<file path="src/rtl/capture_sink.sv">
// rtl/capture_sink.sv - armed valid/ready word capture into block RAM, one-shot or circular
module capture_sink #(
    parameter int DATA_W = 8,
    parameter int DEPTH  = 256,
    parameter int ADDR_W = 8,
    parameter int WRAP   = 0
) (
    input  logic              clk,
    input  logic              reset,
    input  logic              arm,
    input  logic              stop,
    input  logic              in_valid,
    input  logic [DATA_W-1:0] in_data,
    output logic              in_ready,
    input  logic [ADDR_W-1:0] rd_addr,
    output logic [DATA_W-1:0] rd_data,
    output logic [ADDR_W-1:0] wr_ptr,
    output logic [ADDR_W:0]   wr_count,
    output logic              busy,
    output logic              done,
    output logic              overflow
);

    localparam logic [ADDR_W:0] FULL_COUNT = (ADDR_W+1)'(DEPTH);
    localparam logic [ADDR_W:0] LAST_COUNT = (ADDR_W+1)'(DEPTH - 1);

    typedef enum logic [1:0] {
        S_IDLE    = 2'd0,
        S_CAPTURE = 2'd1,
        S_DONE    = 2'd2
    } state_t;

    state_t state;
    state_t state_next;

    logic [DATA_W-1:0] mem [DEPTH];
    logic              full;
    logic              accept;
    logic              start;

    assign full   = (wr_count == FULL_COUNT);
    assign accept = in_valid && in_ready;
    assign start  = (state != S_CAPTURE) && arm;

    always_ff @(posedge clk) begin
        if (!reset) begin
            state <= S_IDLE;
        end else begin
            state <= state_next;
        end
    end

    // stop outranks arm in CAPTURE because arm is only honoured outside it
    always_comb begin
        state_next = state;
        case (state)
            S_IDLE, S_DONE: begin
                if (arm) begin
                    state_next = S_CAPTURE;
                end
            end
            S_CAPTURE: begin
                if (stop) begin
                    state_next = S_DONE;
                end else if (WRAP == 0 && accept && wr_count == LAST_COUNT) begin
                    state_next = S_DONE;
                end
            end
            default: state_next = S_IDLE;
        endcase
    end

    always_comb begin
        busy     = (state == S_CAPTURE);
        done     = (state == S_DONE);
        in_ready = busy && !(WRAP == 0 && full);
    end

    always_ff @(posedge clk) begin
        if (!reset) begin
            wr_ptr   <= '0;
            wr_count <= '0;
            overflow <= 1'b0;
        end else if (start) begin
            wr_ptr   <= '0;
            wr_count <= '0;
            overflow <= 1'b0;
        end else if (accept) begin
            wr_ptr <= wr_ptr + 1'b1;
            if (!full) begin
                wr_count <= wr_count + 1'b1;
            end
            if (WRAP != 0 && full) begin
                overflow <= 1'b1;
            end
        end
    end

    // Storage is deliberately not reset so a capture survives a reset for read-back
    always_ff @(posedge clk) begin
        if (accept && reset) begin
            mem[wr_ptr] <= in_data;
        end
    end

    always_ff @(posedge clk) begin
        if (!reset) begin
            rd_data <= '0;
        end else begin
            rd_data <= mem[rd_addr];
        end
    end

endmodule

</file>
<file path="config.mk">
export PLATFORM = sky130hd
export DESIGN_NAME = capture_sink
export DESIGN_NICKNAME = d
export VERILOG_FILES = /design/src/rtl/capture_sink.sv
export SDC_FILE = /design/constraint.sdc
export NUM_CORES = 2
export LEC_CHECK = 0
export CORE_MARGIN = 1.5
export CORE_UTILIZATION = 40
export DETAILED_ROUTE_END_ITERATION = 12
export GPL_TIMING_DRIVEN = 0
export SYNTH_ARGS = -nofsm -noshare
export SYNTH_HDL_FRONTEND = slang
export SYNTH_SLANG_ARGS = --single-unit
</file>
<file path="constraint.sdc">
create_clock -name clk -period 5.9 [get_ports clk]
set_input_delay 0.59 -clock clk [delete_from_list [all_inputs] [get_ports clk]]
set_output_delay 0.59 -clock clk [all_outputs]
set_load 0.01 [all_outputs]
</file>
==> qor.yml <==
wire_per_inst_um: 40.47
cts_hold_buf: 1
remaining_drc_errors: 0
cp.required_ns: 6.55
antenna_found_initial: 23
final_common_cell: "edfxtp_1"
setup_viol: 0
met1_usage: 0.3690
path_cells: "clkdlybuf4s50_1 -> inv_1 -> nor2_1 -> clkbuf_1 -> clkbuf_2 -> a22oi_1 -> nand3_1 -> nand2_1 -> o41ai_1"
fin_skew_ns: 0.04753
cp-startpoint: "rd_addr[2]"
period_share: 0.9985
syn2layout_area_growth_pct: 13.40
use_met3: 0.07908
ys_seq_area_frac: 0.7676
dp_hpwl_um: 187500
grt_pass1_wl_um: 375300
grt_usage: 0.2754
violations: "capacitance limit, slew limit"
whs_ns: 0.1839
final_cell_mix: "edfxtp_1, mux4_2, nor2_1"
final-instance-count-excl-fill: 7049
cp-start-kind: "input pin"
drtIter0Drc: 8183
hold_violations: 0
cts_tree: "built"
end_kind: "flop"
grt_pass1_vias: 42416
tightest_slew_ns: 1.580
portBuffers: 44
numCtsBuffers: 205
dp.cells: 6656
tns_ns: 0
drtPass1Iterations: 8
cts_setup_buffers: 0
cts-resized-gates: 0
nets: 4236
ioPinCount: 50
setup.worst_path.class: "input pin to flop"
p_total_mw: 31.14
ys_warn_count: 0
synth_fp_nets: 3970
place_congestion: 1.027
critPathBufInv: 4
postSynthAreaPerCell_um2: 20.50
max_freq_mhz: 169.7
root_buffer: "clkbuf_16"
cts.htree.levels: 4
ys.flop_type: "edfxtp_1"
ys_ff_latch: 2075
drive_above_1_share: 0.2002
critPathTopFamily: "buffers and inverters"
power_density_nw_per_um2: 339.8
coreArea_um2: 200300
synth-edff-count: 2048
routed_wl_um: 285300
cts_num_sinks: 2075
clock_latency_ns: 0.87
slowest_stage: "o41ai_1"
met2_usage: 0.3971
grt_max_degree: 155
grt-busiest-layer: "met2"
gr-total-overflow: 0
avgViaCountPerCell: 6.380
fp-row-count: 164
crit_path_max_fanout: 10
cp_slowest_stage_delay_ns: 1.19
synth_area_um2: 80820
die-height_um: 452.5
slew_headroom: -0.05339
start_util: 0.4035
antenna_left: 0
clkTransAtPathRegs_ns: 0.06
drv_slew: 65
dieArea_um2: 204700
synth.distinct_cells: 57
p_leak_nw: 28.50
cp.arrival_ns: 6.54
worst_ir_drop_vdd_mv: 0.2642
period_minus_slack_ns: 5.891
synthArstFlopShare: 0
hp-class: "input pin to flop"
syn_inst: 3942
cap_viol_max_count: 6
die_x_um: 452.5
cts_buffer_depth: 3
min_from: "in_data[3]"
vias: 44972
status: "complete, but fails checks"
rsz0062_at_grt: "no"
r2r_start: "wr_count[0]$_SDFFE_PP0P_"
cells by family after synthesis:
group,after synthesis,share of synthesized area
flip-flops,2075,0.7676
multiplexers,654,0.1451
AND/OR/NAND/NOR,529,0.02841
AO/OA/AOI/OAI,417,0.03581
buffers and inverters,247,0.02059
XOR/XNOR,12,0.001300
adder cells (fa/ha/maj),7,0.001084
other,1,0.00004640
flip-flops by register name (all words and copies together), names as in the netlist:
name / count
wr_ptr: 8
rd_data: 8
wr_count: 9
mem: 2048
state: 2
worst paths after layout:
kind                                                 end  slack, ns  cells past startpoint
worst max register to register     mem[197][6]$_DFFE_PP_       1.11                      9
worst min register to register  wr_count[7]$_SDFFE_PP0P_       0.53                      2
worst min-delay path               mem[250][3]$_DFFE_PP_       0.18                      1
worst max-delay path               rd_data[1]$_SDFF_PN0_      0.009                      9
per-stage QoR:
stage	cell area, um^2	setup slack, ns	util
3_5_place_dp	85020	-0.6162	0.4245
4_1_cts	91630	0.2564	0.4575
5_1_grt	91630	0.3073	0.4575
6_report	91650	0.008611	0.4576
3_3_place_gp	84580	-3.639	0.4223
2_1_floorplan	80820	3.071	-
final cells by class:
| class | instances | area, um^2 |
|---|---|---|
| fillers | 16958 | 108600 |
| flip-flops and latches | 2075 | 62040 |
| multi-input cells | 1620 | 17160 |
| clock buffers | 252 | 5306 |
| well taps | 2656 | 3323 |
| plain buffers | 235 | 1648 |
| clock inverters | 133 | 1292 |
| repair buffers | 59 | 814.5 |
| inverters | 12 | 45.04 |
| diodes | 7 | 17.52 |
where the power goes:
part / internal (mW) / leakage [nW] / switching (mW)
Combinational: 0.522 / 6.66 / 1.33
Sequential: 16.2 / 18.6 / 0.00367
Clock: 7.26 / 3.22 / 5.83
Total: 24.0 / 28.5 / 7.17
metal layers:
layer,vias to the layer above,routed length (um)
met5,-,41
met4,6,20660
met3,727,35810
met2,3364,123400
met1,23885,105400
li1,16990,-
synthesized netlist by cell type, types with 27 or more instances:
cell,n,area [um^2]
mux4_2,402,9054
o221ai_1,108,945.9
dfxtp_1,27,540.5
a21oi_1,78,390.4
o21ai_0,43,215.2
o22ai_1,42,262.8
mux2i_1,239,2392
nand2_1,66,247.7
buf_6,33,371.6
a22oi_1,83,623.1
nor3_1,27,135.1
buf_2,45,225.2
clkbuf_1,104,390.4
edfxtp_1,2048,61500
nand3_1,72,360.4
nor2_1,299,1122
worst register-to-register path: stages (launching register included):
cell,delay (ns)
dfxtp_1,0.43
inv_1,0.07
ha_1,0.20
nor4b_1,0.14
a21oi_1,0.20
nand2_1,0.25
nor3b_2,0.99
nand2_1,0.72
clkbuf_1,0.51
nor2_1,0.86
Power figures use the tool's default switching activity.
